### config.mk
export PLATFORM = sky130hd
export DESIGN_NAME = pc_sequencer
export DESIGN_NICKNAME = d
export VERILOG_FILES = /design/src/rtl/pc_seq_pkg.sv /design/src/rtl/ras_stack.sv /design/src/rtl/pc_sequencer.sv
export SDC_FILE = /design/constraint.sdc
export NUM_CORES = 1
export LEC_CHECK = 0
export ABC_AREA = 1
export CELL_PAD_IN_SITES_DETAIL_PLACEMENT = 2
export CELL_PAD_IN_SITES_GLOBAL_PLACEMENT = 2
export CORE_AREA = 2 2 81 83
export CTS_BUF_LIST = sky130_fd_sc_hd__clkbuf_8
export CTS_CLUSTER_SIZE = 14
export DETAILED_ROUTE_END_ITERATION = 8
export DIE_AREA = 0 0 83 85
export GPL_TIMING_DRIVEN = 0
export PLACE_DENSITY_LB_ADDON = 0.1
export SETUP_SLACK_MARGIN = 0.3
export SKIP_LAST_GASP = 1
export SYNTH_ARGS = -nofsm -noshare
export SYNTH_HDL_FRONTEND = slang
export SYNTH_SLANG_ARGS = --single-unit
### constraint.sdc
create_clock -name clk -period 3.45 [get_ports clk]
set_clock_uncertainty 0.05 [all_clocks]
set_input_delay 0.345 -clock clk [delete_from_list [all_inputs] [get_ports clk]]
set_output_delay 0.345 -clock clk [all_outputs]
set_load 0.01 [all_outputs]
### src/rtl/pc_seq_pkg.sv
// pc_seq_pkg
// Shared types and helpers for the next-PC sequencer.
//   state_e : RUN / HALT / FAULT sequencer state (2-bit encoding)
//   sel_e   : next-PC source select
//   PC_INC  : byte increment between sequential instructions
//   align() : clears bits [1:0] so that every target is word-aligned
package pc_seq_pkg;

    typedef enum logic [1:0] {
        RUN   = 2'd0,
        HALT  = 2'd1,
        FAULT = 2'd2
    } state_e;

    typedef enum logic [2:0] {
        SEL_HOLD = 3'd0,
        SEL_SEQ  = 3'd1,
        SEL_BR   = 3'd2,
        SEL_JMP  = 3'd3,
        SEL_RAS  = 3'd4
    } sel_e;

    localparam int PC_INC = 4;

    // Works on a generous 32-bit container so callers of any PC width
    // can cast in and out of it.
    function automatic logic [31:0] align(input logic [31:0] pc);
        return pc & ~32'd3;
    endfunction

endpackage

### src/rtl/ras_stack.sv
// ras_stack
// Return-address stack: a small LIFO with a registered stack pointer.
//   clk, reset : clock, asynchronous active-high reset (empties the stack)
//   push, din  : push din when not full
//   pop        : discard the top entry when not empty
//   top        : current top-of-stack entry (combinational read)
//   depth      : number of valid entries
//   full/empty : stack occupancy flags
module ras_stack #(
    parameter int RAS_DEPTH = 4,
    parameter int PC_W      = 7
) (
    input  logic                         clk,
    input  logic                         reset,
    input  logic                         push,
    input  logic                         pop,
    input  logic [PC_W-1:0]              din,
    output logic [PC_W-1:0]              top,
    output logic [$clog2(RAS_DEPTH):0]   depth,
    output logic                         full,
    output logic                         empty
);

    localparam int AW = $clog2(RAS_DEPTH);

    logic [PC_W-1:0] mem [RAS_DEPTH];
    logic [AW:0]     sp;
    logic [AW:0]     sp_minus_one;

    // sp counts valid entries, so the top entry lives one slot below it.
    // When empty the index wraps to the last slot, which holds a known
    // value because the array is cleared on reset.
    assign sp_minus_one = sp - (AW+1)'(1);
    assign top          = mem[sp_minus_one[AW-1:0]];
    assign depth        = sp;
    assign full         = (sp == (AW+1)'(RAS_DEPTH));
    assign empty        = (sp == '0);

    // Storage and pointer. Push and pop are mutually exclusive at the
    // sequencer, but push still wins here so the stack is well defined
    // on its own; overflow/underflow requests are dropped.
    always_ff @(posedge clk or posedge reset) begin
        if (reset) begin
            sp <= '0;
            for (int i = 0; i < RAS_DEPTH; i++) begin
                mem[i] <= '0;
            end
        end else if (push && !full) begin
            mem[sp[AW-1:0]] <= din;
            sp              <= sp + (AW+1)'(1);
        end else if (pop && !empty) begin
            sp <= sp_minus_one;
        end
    end

endmodule

### src/rtl/pc_sequencer.sv
// pc_sequencer
// Next-PC controller for the single-cycle core. Chooses between sequential,
// branch, jump, call and return targets, holds the PC on stall/halt, and
// owns the return-address stack plus a RUN/HALT/FAULT state machine.
//   clk, reset     : clock, asynchronous active-high reset
//   pc_cur         : current program counter value
//   stall, halt    : hold PC this cycle / enter HALT
//   resume         : leave HALT
//   branch_taken, branch_target : taken conditional branch and destination
//   jump, call, jump_target     : unconditional jump / jump-and-link
//   ret            : return through the RAS
//   pc_next        : next PC for the program counter (combinational)
//   flush          : a redirect is taken this cycle (combinational)
//   halted, fault  : state decodes (registered; fault is sticky)
//   ras_depth      : number of valid RAS entries (registered)
module pc_sequencer
    import pc_seq_pkg::*;
#(
    parameter int              PC_W      = 7,
    parameter int              RAS_DEPTH = 4,
    parameter logic [PC_W-1:0] RESET_PC  = '0
) (
    input  logic                        clk,
    input  logic                        reset,
    input  logic [PC_W-1:0]             pc_cur,
    input  logic                        stall,
    input  logic                        halt,
    input  logic                        resume,
    input  logic                        branch_taken,
    input  logic [PC_W-1:0]             branch_target,
    input  logic                        jump,
    input  logic                        call,
    input  logic [PC_W-1:0]             jump_target,
    input  logic                        ret,
    output logic [PC_W-1:0]             pc_next,
    output logic                        flush,
    output logic                        halted,
    output logic                        fault,
    output logic [$clog2(RAS_DEPTH):0]  ras_depth
);

    state_e          state, state_next;
    sel_e            sel;
    logic            push, pop;
    logic            ras_full, ras_empty;
    logic [PC_W-1:0] ras_top;
    logic [PC_W-1:0] pc_al, seq, br_al, jt_al, ras_al;

    assign pc_al  = PC_W'(align(32'(pc_cur)));
    assign br_al  = PC_W'(align(32'(branch_target)));
    assign jt_al  = PC_W'(align(32'(jump_target)));
    assign ras_al = PC_W'(align(32'(ras_top)));
    // Wraps naturally at 2^PC_W.
    assign seq    = pc_al + PC_W'(PC_INC);

    ras_stack #(
        .RAS_DEPTH (RAS_DEPTH),
        .PC_W      (PC_W)
    ) u_ras (
        .clk   (clk),
        .reset (reset),
        .push  (push),
        .pop   (pop),
        .din   (seq),
        .top   (ras_top),
        .depth (ras_depth),
        .full  (ras_full),
        .empty (ras_empty)
    );

    always_ff @(posedge clk or posedge reset) begin
        if (reset) begin
            state <= RUN;
        end else begin
            state <= state_next;
        end
    end

    // Next-state, source select and RAS control. The RUN branch encodes
    // the priority halt > stall > ret > call > jump > branch > sequential.
    // Illegal RAS use (pop when empty, push when full) holds the PC and
    // traps into FAULT instead of redirecting. Nothing is requested while
    // reset is high so flush stays quiet during reset.
    always_comb begin
        state_next = state;
        sel        = SEL_HOLD;
        flush      = 1'b0;
        push       = 1'b0;
        pop        = 1'b0;
        if (!reset) begin
            case (state)
                RUN: begin
                    if (halt) begin
                        state_next = HALT;
                    end else if (stall) begin
                        sel = SEL_HOLD;
                    end else if (ret) begin
                        if (!ras_empty) begin
                            sel   = SEL_RAS;
                            pop   = 1'b1;
                            flush = 1'b1;
                        end else begin
                            state_next = FAULT;
                        end
                    end else if (call) begin
                        if (!ras_full) begin
                            sel   = SEL_JMP;
                            push  = 1'b1;
                            flush = 1'b1;
                        end else begin
                            state_next = FAULT;
                        end
                    end else if (jump) begin
                        sel   = SEL_JMP;
                        flush = 1'b1;
                    end else if (branch_taken) begin
                        sel   = SEL_BR;
                        flush = 1'b1;
                    end else begin
                        sel = SEL_SEQ;
                    end
                end
                HALT: begin
                    if (resume) begin
                        state_next = RUN;
                    end
                end
                FAULT: begin
                    state_next = FAULT;
                end
                default: begin
                    state_next = FAULT;
                end
            endcase
        end
    end

    // Next-PC mux; reset overrides every source.
    always_comb begin
        pc_next = pc_al;
        if (reset) begin
            pc_next = RESET_PC;
        end else begin
            case (sel)
                SEL_SEQ:  pc_next = seq;
                SEL_BR:   pc_next = br_al;
                SEL_JMP:  pc_next = jt_al;
                SEL_RAS:  pc_next = ras_al;
                default:  pc_next = pc_al;
            endcase
        end
    end

    assign halted = (state == HALT);
    assign fault  = (state == FAULT);

endmodule

==> reports/results.ini, run 1 <==
[run_status]
status=finished clean

[yosys]
area_share_of_xor_xnor_cells_in_the_synthesized_design_pct=2.000
synthesis.area_mm2=0.001752
ys_ff_latch=25
syn_warnings=0
portion_of_the_post_synthesis_area_used_by_sequential_elements_pct=35.71
synth_common_cells=nand2_1 (54), inv_1 (48), o21ai_0 (28), nor2_1 (27), dfrtp_1 (25)
synth.area.mux_share_pct=0.6429
area_share_of_the_largest_cell_type_after_synthesis_pct=35.71
ys_async_sr_fraction_pct=100.0
post_synth_main_area_contributors=dfrtp_1 (36%), nand2_1 (12%), inv_1 (10%)
synth_fa_ha_area_share_pct=4.286
synth_simple_gate_area_share_pct=30.36
synthesized_instance_count=257
synth_edf_count=0
yosysTopAreaCell=dfrtp_1
synth_compound_area_share_pct=14.07
synth.avg_cell_area_um2=6.816
main_combinational_cell_family_by_area_after_synthesis=simple AND/OR/NAND/NOR gates
ys_types=25
synthFlopType=dfrtp_1
synth_most_common_cell=nand2_1

[drt]
drt_pass1_iterations=4
routed_length_per_instance_um=14.90
avgViaCountPerCell=4.780
drc_errors=0
drt-total-wl_mm=5.619
dr.first_iter.drc_count=35
vias=1802
drt.antenna.violating_nets=0

[worst_setup_path]
critPathBufInv=4
critical_path.max_fanout=12
critPathCaptureType=primary output
critical_path_required_ps=3050
critical-path-top-delay-family=buffers and inverters
critical-path-top-cell-by-count=nor2_1
crit_path_max_incr_delay_ps=550
crit_path_cell_trace=clkinv_4 -> ha_1 -> clkbuf_4 -> inv_1 -> a21oi_1 -> o21ai_0 -> a21oi_1 -> nor2_1 -> nor2_1 -> nor2_1 -> clkdlybuf4s50_1
timing.setup.critical_path_class=flop to primary output
critPathArrivalTime_ps=2550
slowest_stage_cell_on_the_critical_path=clkdlybuf4s50_1
setup.worst_path.start_class=flop

[placed_design]
detailed_place.area_mm2=0.002192
port_buffers=34
dp_cells=369
gp_congestion=0.7415
post-place-ws_ps=-24.73
hpwl_mm=4.111

[floorplan]
starting_density_of_the_core_pct=28.23
rows=29
chipWidth_um=83
core_mm2=0.006205
fp.dieH_um=85
ioPinCount=43
die_area_mm2=0.007055

[clocking]
cts_tree=yes
clk-insertion-delay-late_ps=280
cts.hold.buffers_added=0
cts.root.buffer_cell=clkbuf_8
clock_transition_at_path_regs_ps=110
h_tree_levels=1
clock-sinks=25
ctsLongestPathBuffers=2
cts_inserted_buffers=3

[timing]
final_period_minus_worst_setup_slack_ps=2950
finalSetupTns_ps=0
fmax_ghz=0.3390
drv_slew=0
post-route-worst-setup-slack_ps=500.3
post_route_clock_period_utilization_pct=85.50
setup_viol=0
finalHoldViolCount=0
hold_slack_ps=78.16
grt_setup_unrepaired=no

[final_layout]
fin_util_pct=37.61
stdcell_count=377
ratio_of_cells_with_drive_above_1_in_the_final_layout_pct=11.00
syn_to_final_growth_pct=33.21
num_antenna_cells=0
final_nets=337
fillers=746
finalInstanceArea_mm2=0.002333

[global_route]
grt_max_degree=33
number_of_antenna_violations_at_the_first_check_in_global_routing=0
grt_pass1_wl_mm=9.266
grt_overall_usage_pct=16.20
grt.overflow.total=0
grt_pass1_vias=1954

[pwr]
p_per_area_mw_per_mm2=242.9
total_power_uw=566.8
static-leakage-power_nw=1.126
peakVddDrop_uv=132.3

[hold_path]
hp-class=primary input to async pin

[run]
drv.max_cap_violation_count=0

==> registers in the layout, summed over array words and instances (netlist names) <==
register,count
state,2
u_ras.depth,3
u_ras.mem,20
==> cells in the final DEF, fill, tap and decap left out, types with 2 or more instances in the layout <==
master	instances
conb_1	2
nor2_4	4
buf_4	5
nand2_1	52
clkdlybuf4s50_1	33
inv_2	2
dfrtp_1	24
nand3_1	22
o21ai_0	27
nor2_1	26
nand2_2	5
nand3_2	2
o21ai_1	2
xor2_1	2
ha_1	6
o211ai_1	3
a21oi_1	14
clkbuf_8	3
inv_1	48
nand4_1	2
==> final timing paths <==
path                                 from              to  slack [ps]  cells after the start
min                                 reset   u_ras.mem[24]          80                      2
max                        u_ras.depth[0]      pc_next[2]         500                     11
max in group asynchronous           reset  u_ras.depth[0]        3040                      2
min in group clk             u_ras.mem[5]    u_ras.mem[5]         430                      2
max reg2reg                u_ras.depth[1]  u_ras.depth[1]        1670                      9
min reg2reg                  u_ras.mem[5]    u_ras.mem[5]         430                      2
==> what timing repair did <==
action | CTS | global route
gates resized for setup | 7 | 11
setup buffers | 0 | 3
endpoints found under the setup margin | 5 | 5
cloned | 0 | 1
==> kinds of logic after synthesis <==
| group | after synthesis |
|---|---|
| AND/OR/NAND/NOR | 116 |
| buffers and inverters | 57 |
| AO/OA/AOI/OAI | 47 |
| flip-flops | 25 |
| adder cells (fa/ha/maj) | 6 |
| XOR/XNOR | 4 |
| other | 1 |
| multiplexers | 1 |
==> final cells by class <==
class	count	area [µm²]	area share, %
Timing Repair inverter	1	8.758	0.3753
Timing Repair Buffer	37	365.4	15.66
Inverter	52	226.5	9.705
Multi-Input combinational cell	176	929.6	39.84
Buffer	5	31.28	1.340
Clock inverter	1	7.507	0.3217
Tap cell	77	96.34	4.129
Sequential cell	25	626.9	26.86
Clock buffer	3	41.29	1.769
==> power breakdown <==
part | total [mW] | leakage (nW) | switching (mW) | internal, mW
Clock | 0.193 | 0.0217 | 0.111 | 0.0823
Combinational | 0.0810 | 0.824 | 0.0400 | 0.0410
Sequential | 0.293 | 0.280 | 0 | 0.293
==> routing by layer <==
| layer | part of all wire [%] | track usage, % | wire (µm) |
|---|---|---|---|
| met3 | 1.8 | 2.140 | 101 |
| met2 | 49 | 29.62 | 2777 |
| met1 | 48 | 20.19 | 2682 |
| met4 | 1.0 | 4.024 | 57 |
| met5 | 0 | 0 | 0 |
(Power assumes the default switching activity.)
==> run 2: changes to the inputs <==
--- a/config.mk
+++ b/config.mk
@@ -8,11 +8,10 @@
 export ABC_AREA = 1
 export CELL_PAD_IN_SITES_DETAIL_PLACEMENT = 2
 export CELL_PAD_IN_SITES_GLOBAL_PLACEMENT = 2
-export CORE_AREA = 2 2 81 83
-export CTS_BUF_LIST = sky130_fd_sc_hd__clkbuf_8
+export CORE_AREA = 5 5 86 88
 export CTS_CLUSTER_SIZE = 14
 export DETAILED_ROUTE_END_ITERATION = 8
-export DIE_AREA = 0 0 83 85
+export DIE_AREA = 0 0 91 93
 export GPL_TIMING_DRIVEN = 0
 export PLACE_DENSITY_LB_ADDON = 0.1
 export SETUP_SLACK_MARGIN = 0.3
==> run 2 against run 1 <==
Against the previous run:
- register-to-register slack about the same
- largest cell class unchanged
- setup slack improved by 36 ps
- non-clock buffer count decreased by 1
- critical path type unchanged
- sequential power about the same
- final area decreased by 0.59%
- total power decreased by 0.77%
- sequential cell count unchanged
- highest routed layer unchanged
==> reports/results.ini, run 2 (synthesized netlist as in run 1, its figures left out) <==
[placed_design]
hpwl_mm=4.410
gp_congestion=0.7268
port_buffers=34

[clocking]
cts.root.buffer_cell=clkbuf_8
clk-insertion-delay-late_ps=280
h_tree_levels=1
cts_tree=yes
cts_inserted_buffers=3
ctsLongestPathBuffers=2
clock_transition_at_path_regs_ps=100
clock-sinks=25

[pwr]
static-leakage-power_nw=1.115
p_per_area_mw_per_mm2=242.5
peakVddDrop_uv=118.7
total_power_uw=562.4

[worst_setup_path]
critical_path_required_ps=3050
crit_path_cell_trace=clkinv_4 -> ha_1 -> buf_2 -> inv_1 -> a21oi_1 -> o21ai_0 -> a21oi_1 -> nor2_1 -> nor2_1 -> nor2_1 -> clkdlybuf4s50_1
critical-path-top-cell-by-count=nor2_1
crit-reg2reg-launch=u_ras.depth[1]
critPathArrivalTime_ps=2520
critical_path.max_fanout=12
critPathCaptureType=primary output
reg2reg_to=u_ras.depth[1]
reg2reg_depth=9
critical_path.startpoint=u_ras.depth[0]
slowest_stage_cell_on_the_critical_path=clkdlybuf4s50_1
r2r_slack_ps=1670
setup.worst_path.start_class=flop
crit_path_max_incr_delay_ps=480
timing.setup.critical_path_class=flop to primary output
critPathCapture=pc_next[2]

[timing]
post_route_clock_period_utilization_pct=84.45
finalHoldViolCount=0
fmax_ghz=0.3432
grt_setup_unrepaired=no
final_period_minus_worst_setup_slack_ps=2913
drv_slew=0
setup_viol=0

[drt]
vias=1764
drt_pass1_iterations=4
drc_errors=0
avgViaCountPerCell=4.654
routed_length_per_instance_um=15.22
drt-total-wl_mm=5.768
dr.first_iter.drc_count=53
drt.antenna.violating_nets=0

[final_layout]
largest_register=u_ras.mem
syn_to_final_growth_pct=32.43
ratio_of_cells_with_drive_above_1_in_the_final_layout_pct=10.37
final_nets=336
most-common-layout-cells=nand2_1 (52), inv_1 (48), clkdlybuf4s50_1 (33), o21ai_0 (27), nor2_1 (26)
largest_reg_flops=20
fin_util_pct=35.31
commonest_non_fill_non_tap_cell_in_the_layout=nand2_1
num_antenna_cells=0

[floorplan]
rows=30
ioPinCount=43
starting_density_of_the_core_pct=26.67
fp.dieH_um=93
core_mm2=0.006569
die_area_mm2=0.008463
chipWidth_um=91

[hold_path]
hp-class=primary input to async pin

[run]
drv.max_cap_violation_count=0

[global_route]
grt_overall_usage_pct=13.45
grt.overflow.total=0
grt_max_degree=33
number_of_antenna_violations_at_the_first_check_in_global_routing=0
grt_pass1_wl_mm=9.308
grt_pass1_vias=1898

[run_status]
status=finished clean

-- run 2: report_power, final --
part	internal, mW	switching (mW)
logic	0.0406	0.0388
clock network	0.0822	0.108
registers	0.293	0
-- run 2: timing repair --
item / CTS / global route
gates resized for setup: 7 / 10
endpoints found under the setup margin: 6 / 5
gates cloned: 0 / 1
hold buffers: 0 / 0
setup buffers: 0 / 2
-- run 2: metal layers --
| layer | wire, µm | GRT usage [%] | vias up | part of all wire [%] |
|---|---|---|---|---|
| met3 | 156 | 2.253 | 2 | 2.7 |
| met4 | 10 | 1.100 | 0 | 0.17 |
| met1 | 2603 | 16.78 | 858 | 45 |
| li1 | - | - | 883 | - |
| met5 | 0 | 0 | - | 0 |
| met2 | 2997 | 25.12 | 21 | 52 |
-- run 2: cell type report --
| type | instances | area [µm²] |
|---|---|---|
| Buffer | 5 | 28.78 |
| Timing Repair inverter | 1 | 8.758 |
| Fill cell | 778 | 4249 |
| Sequential cell | 25 | 626.9 |
| Multi-Input combinational cell | 176 | 922.1 |
| Clock inverter | 1 | 7.507 |
| Tap cell | 80 | 100.1 |
| Inverter | 52 | 226.5 |
| Clock buffer | 3 | 41.29 |
| Timing Repair Buffer | 36 | 357.8 |
-- run 2: worst min path at each step --
stage / to / cells past startpoint
3_5_place_dp: u_ras.mem[6] / 2
2_1_floorplan: state[0] / 1
5_1_grt: u_ras.mem[9] / 2
6_report: u_ras.mem[5] / 2
3_3_place_gp: u_ras.mem[4] / 2
4_1_cts: u_ras.mem[5] / 2
-- run 2: through the flow --
step,cell area [µm²],setup WS (ps),std cells,TNS (ps),hold slack (ps)
after floorplan,1755,1106,258,0,204.4
after global placement,2196,-15.30,372,-29.93,405.8
after detailed placement,2196,-42.75,372,-67.39,417.8
after CTS,2260,305.8,376,0,387.2
after global routing,2320,313.9,379,0,76.15
final,2320,536.6,379,0,72.71
-- run 2: worst max-delay path, delay by kind of cell, from the launching register on --
| kind | cells | cell delay (ps) |
|---|---|---|
| buf+inv | 4 | 940 |
| compound gates | 3 | 390 |
| flops | 1 | 400 |
| fa+ha+maj | 1 | 290 |
| simple gates | 3 | 210 |
==> run 3: changes to the inputs <==
--- a/config.mk
+++ b/config.mk
@@ -8,10 +8,10 @@
 export ABC_AREA = 1
 export CELL_PAD_IN_SITES_DETAIL_PLACEMENT = 2
 export CELL_PAD_IN_SITES_GLOBAL_PLACEMENT = 2
-export CORE_AREA = 5 5 86 88
+export CORE_AREA = 5 5 92 94
 export CTS_CLUSTER_SIZE = 14
 export DETAILED_ROUTE_END_ITERATION = 8
-export DIE_AREA = 0 0 91 93
+export DIE_AREA = 0 0 97 99
 export GPL_TIMING_DRIVEN = 0
 export PLACE_DENSITY_LB_ADDON = 0.1
 export SETUP_SLACK_MARGIN = 0.3
==> constraint.sdc (replaced) <==
create_clock -name clk -period 2.35 [get_ports clk]
set_clock_uncertainty 0.05 [all_clocks]
set_input_delay 0.235 -clock clk [delete_from_list [all_inputs] [get_ports clk]]
set_output_delay 0.235 -clock clk [all_outputs]
set_load 0.01 [all_outputs]
==> run 3 against run 2 <==
Against the previous run:
- sequential power is 47% higher
- critical path depth stayed put
- total power is 51% higher
- critical endpoint unchanged
- largest power group unchanged
==> reports/results.ini, run 3 (synthesized netlist as in run 1, its figures left out) <==
[drt]
vias=1840
dr.first_iter.drc_count=28
drt.antenna.violating_nets=0
drc_errors=0
routed_length_per_instance_um=15.33
drt-total-wl_mm=6.470
drt_pass1_iterations=4
avgViaCountPerCell=4.360

[timing]
setup_viol=0
post-route-worst-setup-slack_ps=161.4
drv_slew=0
grt_setup_unrepaired=yes
final_period_minus_worst_setup_slack_ps=2189
post_route_clock_period_utilization_pct=93.13
fmax_ghz=0.4569
finalHoldViolCount=0
hold_slack_ps=80.27

[worst_setup_path]
crit_path_cell_trace=clkinv_4 -> ha_4 -> clkbuf_16 -> inv_4 -> a21oi_2 -> o21ai_1 -> a21oi_2 -> nor2_1 -> nor2_1 -> nor2_1 -> buf_2
timing.setup.critical_path_class=flop to primary output
critical-path-top-delay-family=flip-flops
critical-path-top-cell-by-count=nor2_1
r2r_slack_ps=470
setup.worst_path.start_class=flop
critPathBufInv=4
critPathCaptureType=primary output
crit-reg2reg-launch=state[0]
slowest_stage_cell_on_the_critical_path=dfrtp_2
crit_path_max_incr_delay_ps=420
critical_path_required_ps=2070
critical_path.max_fanout=7
critPathArrivalTime_ps=1900
critical_path.startpoint=u_ras.depth[0]

[pwr]
static-leakage-power_nw=1.283
peakVddDrop_uv=171.5
total_power_uw=847.8
p_per_area_mw_per_mm2=316.0

[final_layout]
commonest_non_fill_non_tap_cell_in_the_layout=nand2_1
final_nets=357
ratio_of_cells_with_drive_above_1_in_the_final_layout_pct=26.56
most-common-layout-cells=nand2_1 (50), inv_1 (43), clkdlybuf4s50_1 (26), dfrtp_1 (23), o21ai_0 (21)
largest_reg_flops=20
num_antenna_cells=0
syn_to_final_growth_pct=53.14
fillers=892
largest_register=u_ras.mem

[floorplan]
rows=32
ioPinCount=43
starting_density_of_the_core_pct=23.15
core_mm2=0.007567
chipWidth_um=97
die_area_mm2=0.009603
fp.dieH_um=99

[clocking]
cts_inserted_buffers=3
cts_tree=yes
clk-insertion-delay-late_ps=280
h_tree_levels=1
ctsLongestPathBuffers=2
clock-sinks=25
cts.root.buffer_cell=clkbuf_8
clock_transition_at_path_regs_ps=100
cts.hold.buffers_added=0

[global_route]
grt_overall_usage_pct=13.65
grt_pass1_wl_mm=10.54
grt_pass1_vias=2031
number_of_antenna_violations_at_the_first_check_in_global_routing=0
grt_max_degree=17
grt.overflow.total=0

[run_status]
status=finished clean

[run]
drv.max_cap_violation_count=0

[placed_design]
port_buffers=34
post-place-ws_ps=-944.3
hpwl_mm=4.382
gp_congestion=0.6966

[hold_path]
hp-class=primary input to async pin

run 3: cell count changes in the layout (fill, tap and decap cells not counted), sizes merged:
cell / delta
buf: +24
clkbuf: +1
dlymetal6s2s: -1
clkdlybuf4s15: +1
clkinvlp: -1
nand3: +1
clkdlybuf4s50: -7
dlygate4sd2: +2
inv: +1
run 3: worst paths after layout:
| kind | to | cells after the start |
|---|---|---|
| worst max-delay path | pc_next[2] | 11 |
| worst min-delay path | u_ras.mem[9] | 2 |
| worst max register to register | u_ras.mem[11] | 10 |
| worst min register to register | u_ras.mem[4] | 2 |
| max in group asynchronous | u_ras.depth[0] | 3 |
| min in group clk | u_ras.mem[4] | 2 |
run 3: layout make-up:
| type | instances | area [µm²] | share of cell area (%) |
|---|---|---|---|
| flip-flops and latches | 25 | 628.1 | 23.41 |
| plain buffers | 5 | 52.55 | 1.959 |
| repair buffers | 56 | 496.7 | 18.52 |
| multi-input cells | 177 | 1090 | 40.63 |
| well taps | 102 | 127.6 | 4.757 |
| repair inverters | 1 | 8.758 | 0.3265 |
| clock inverters | 1 | 8.758 | 0.3265 |
| clock buffers | 3 | 41.29 | 1.539 |
| inverters | 52 | 229.0 | 8.535 |
run 3: routing by layer:
layer	share of wire, %	GRT usage [%]	up-vias
li1	-	-	926
met1	44	16.84	891
met2	53	25.37	19
met3	2.4	2.335	4
met4	0.53	1.944	0
met5	0	0	-
run 3: per-stage QoR:
stage                     instance area [µm²]  cells  util, %  setup TNS (ps)
after floorplan                          1758    258        -               0
after global placement                   2226    394    29.41           -8602
after detailed placement                 2226    394    29.41           -9013
after CTS                                2564    418    33.88               0
after global routing                     2683    422    35.45               0
final                                    2683    422    35.45               0
run 3: timing repair:
item	CTS	global route
cloned	2	0
pin swaps	21	16
setup buffers	18	4
resized for setup	68	23
endpoints found under the setup margin	29	6
run 3: where the power goes:
group          switching (mW)  leakage (nW)  internal, mW  total, mW
Clock                   0.165        0.0261         0.125      0.289
Sequential                  0         0.278         0.430      0.430
Combinational          0.0676         0.979        0.0609      0.129
==> edit 1, RTL diff (flow settings as in run 2) <==
`PC_W` is set to 7 in 2 places; all go to 14.
--- a/src/rtl/ras_stack.sv
+++ b/src/rtl/ras_stack.sv
@@ -8,7 +8,7 @@
 //   full/empty : stack occupancy flags
 module ras_stack #(
     parameter int RAS_DEPTH = 4,
-    parameter int PC_W      = 7
+    parameter int PC_W      = 14
 ) (
     input  logic                         clk,
     input  logic                         reset,
--- a/src/rtl/pc_sequencer.sv
+++ b/src/rtl/pc_sequencer.sv
@@ -16,7 +16,7 @@
 module pc_sequencer
     import pc_seq_pkg::*;
 #(
-    parameter int              PC_W      = 7,
+    parameter int              PC_W      = 14,
     parameter int              RAS_DEPTH = 4,
     parameter logic [PC_W-1:0] RESET_PC  = '0
 ) (
Interface: changed (resized branch_target, jump_target, pc_cur and pc_next); port bits go from 43 to 71. No check against the original RTL was run, so the function may have changed too.
==> edit 1 against run 2 <==
The flow now stops in global placement without I/O; synthesized area increased by 100%.
==> edit 1: results <==
logic_synthesis:
  ys_types: 34
  ys_ff_latch: 53
  synth_cells: 511
  ys_warn_count: 0
  yosys-top-cells-count: "nand2_1 (128), nor2_1 (63), inv_1 (57)"
  seq_area_frac_synth: 0.3766
  ys_top_cells_by_area: "dfrtp_1 (38%), nand2_1 (14%), o21ai_0 (7.7%)"
  ys_async_sr_fraction: 1.000
  yosysTopAreaCell: "dfrtp_1"
floorplan:
  die_w_um: 91
run_status:
  error: "[ERROR FLW-0024] Place density exceeds 1.0 (current PLACE_DENSITY_LB_ADDON =  0.1). Please check if the value of  PLACE_DENSITY_LB_ADDON is between 0 and 0.99."
  status: "stopped before the end"
  stop_stage: "global placement without I/O"
==> edit 1: kinds of logic after synthesis <==
family,Yosys count,synth area share
AO/OA/AOI/OAI,104,0.1549
AND/OR/NAND/NOR,256,0.3208
other,1,0.001065
multiplexers,4,0.01243
XOR/XNOR,5,0.01243
flip-flops,53,0.3766
buffers and inverters,82,0.1005
adder cells (fa/ha/maj),6,0.02131
==> edit 2, RTL diff (settings of run 2) <==
Made on the original files. Put a register stage on the output `fault`, cleared by the reset. The value now appears one clock later. The other outputs are not delayed to match. Comments in the files are not updated.
--- a/src/rtl/pc_sequencer.sv
+++ b/src/rtl/pc_sequencer.sv
@@ -152,7 +152,13 @@
     end
 
     assign halted = (state == HALT);
-    assign fault  = (state == FAULT);
+    always_ff @(posedge clk or posedge reset) begin
+        if (reset) begin
+            fault <= '0;
+        end else begin
+            fault <= (state == FAULT);
+        end
+    end
 
 endmodule
 
Function: changed (Yosys sat finds a counterexample within 4 cycles, from zero or initial values and one cycle with reset high).
==> edit 2 against run 2 <==
Sequential power is 4% higher; setup slack better by 40 ps; synthesized area is 1.0% higher; sequential cell count is 1 higher; routed wire length is 6.4% lower; sequential share of layout area is 0.93 points higher; fmax is 1.4% higher; first-iteration DRC count is 9.4% lower; design area is 0.54% higher; largest cell class unchanged; largest power group unchanged; via count is 6.1% lower; power is 4.7% higher; critical endpoint is now pc_next[5].
==> edit 2: results <==
logic_synthesis:
  ys_types: 31
  ys_top_cells_by_area: "dfrtp_1 (37%), nand2_1 (12%), nand3_1 (7.1%)"
  syn_area_per_cell_um2: 7.528
  seq_area_frac_synth: 0.3678
  yosys-top-cells-count: "nand2_1 (56), dfrtp_1 (26), nand3_1 (25)"
placement:
  dp.cells: 350
  placedInstanceArea_um2: 2213
  gp_congestion: 0.6996
  place_hpwl_mm: 4.071
setup_path:
  r2r_setup_slack_ps: 1750
  worst-path-max-fanout: 8
  critPathArrivalTime_ps: 2480
  critPathLaunch: "pc_cur[2]"
  r2r_end: "state[1]$_DFFE_PP0P_"
  crit_path_end: "pc_next[5]"
  cp_slowest_stage_delay_ps: 650
final_layout:
  fin_nets: 313
  stdcell_count: 356
  drive_above_1_share: 0.1594
  fill_cells: 767
power_and_ir_drop:
  peakVddDrop_mv: 0.1432
  leakage_nw: 1.178
sta:
  relSlewSlack: 0.6683
global_routing:
  grt_pass1_wl_mm: 9.142
  grt_pass1_vias: 1815
  grtUsageTotal: 0.1320
  grt_max_degree: 32
clocking:
  clock_latency_ps: 280
detailed_routing:
  drtIter0Drc: 48
  finalWirelength_mm: 5.399
  route.vias.total: 1656
run_status:
  status: "finished clean"
## edit 2: changes by cell type in the layout (fill, tap and decap cells not counted), moves of 9 or more
| cell | before | now |
|---|---|---|
| o21ai_0 | 27 | 17 |
| inv_1 | 48 | 17 |
| o21ai_1 | 2 | 14 |
| a21oi_1 | 14 | 5 |
## edit 2: timing repair
| item | CTS | global route |
|---|---|---|
| endpoints found under the hold margin | 0 | 0 |
| endpoints found under the setup margin | 6 | 5 |
| gates resized for setup | 3 | 6 |
| buffers inserted | 1 | 0 |
## edit 2: final cells by class
class	instances	area [um2]	area share
plain buffers	4	27.53	0.01180
inverters	26	107.6	0.04614
flip-flops and latches	26	651.9	0.2795
repair buffers	36	382.9	0.1642
clock buffers	4	55.05	0.02361
well taps	80	100.1	0.04292
multi-input cells	180	1007	0.4319
## edit 2: worst min-delay path by stage
| stage | cells after the start | slack (ps) | to |
|---|---|---|---|
| after floorplan | 1 | 370 | fault$_DFF_PP0_ |
| after global placement | 2 | 410 | u_ras.mem[4]$_DFFE_PP0P_ |
| after detailed placement | 2 | 420 | u_ras.mem[4]$_DFFE_PP0P_ |
| after CTS | 2 | 450 | u_ras.mem[4]$_DFFE_PP0P_ |
| after global routing | 2 | 380 | state[0]$_DFFE_PP0P_ |
| final | 2 | 350 | state[0]$_DFFE_PP0P_ |
## edit 2: worst register-to-register path: stages, from the launching register on
cell	delay (ps)
dfrtp_1	420
inv_1	180
ha_4	210
nand3_2	120
nand3_1	170
o21ai_0	110
nor2_1	90
nand2_1	80
o21ai_0	180
## edit 2: per-stage QoR
step | setup WS, ps | hold WS (ps) | util
2_1_floorplan | 1208 | 370.3 | -
3_3_place_gp | 143.0 | 408.3 | 0.3370
3_5_place_dp | 154.6 | 419.3 | 0.3370
4_1_cts | 311.8 | 445.2 | 0.3474
5_1_grt | 341.5 | 379.5 | 0.3550
6_report | 577.1 | 353.5 | 0.3550
## edit 2: kinds of logic (layout without fill, tap and decap cells)
| logic type | count (synthesis) | count (layout) | share of synthesized area |
|---|---|---|---|
| compound gates | 40 | 40 | 0.1195 |
| xor+xnor | 5 | 5 | 0.02900 |
| fa+ha+maj | 6 | 6 | 0.04243 |
| buf+inv | 30 | 70 | 0.07213 |
| flops | 26 | 26 | 0.3677 |
| other cells | 1 | 2 | 0.002120 |
| simple gates | 127 | 127 | 0.3670 |
## edit 2: layer usage
layer,GRT usage,vias up,share of wire
li1,-,837,-
met1,0.1765,786,0.49
met2,0.2272,28,0.48
met3,0.01207,5,0.023
met4,0.03667,0,0.012
met5,0,-,0
## edit 2: power breakdown
part / total (W) / internal [W] / switching [W]
combinational: 0.0000780 / 0.0000392 / 0.0000388
clock: 0.000206 / 0.000102 / 0.000104
sequential: 0.000304 / 0.000304 / 0
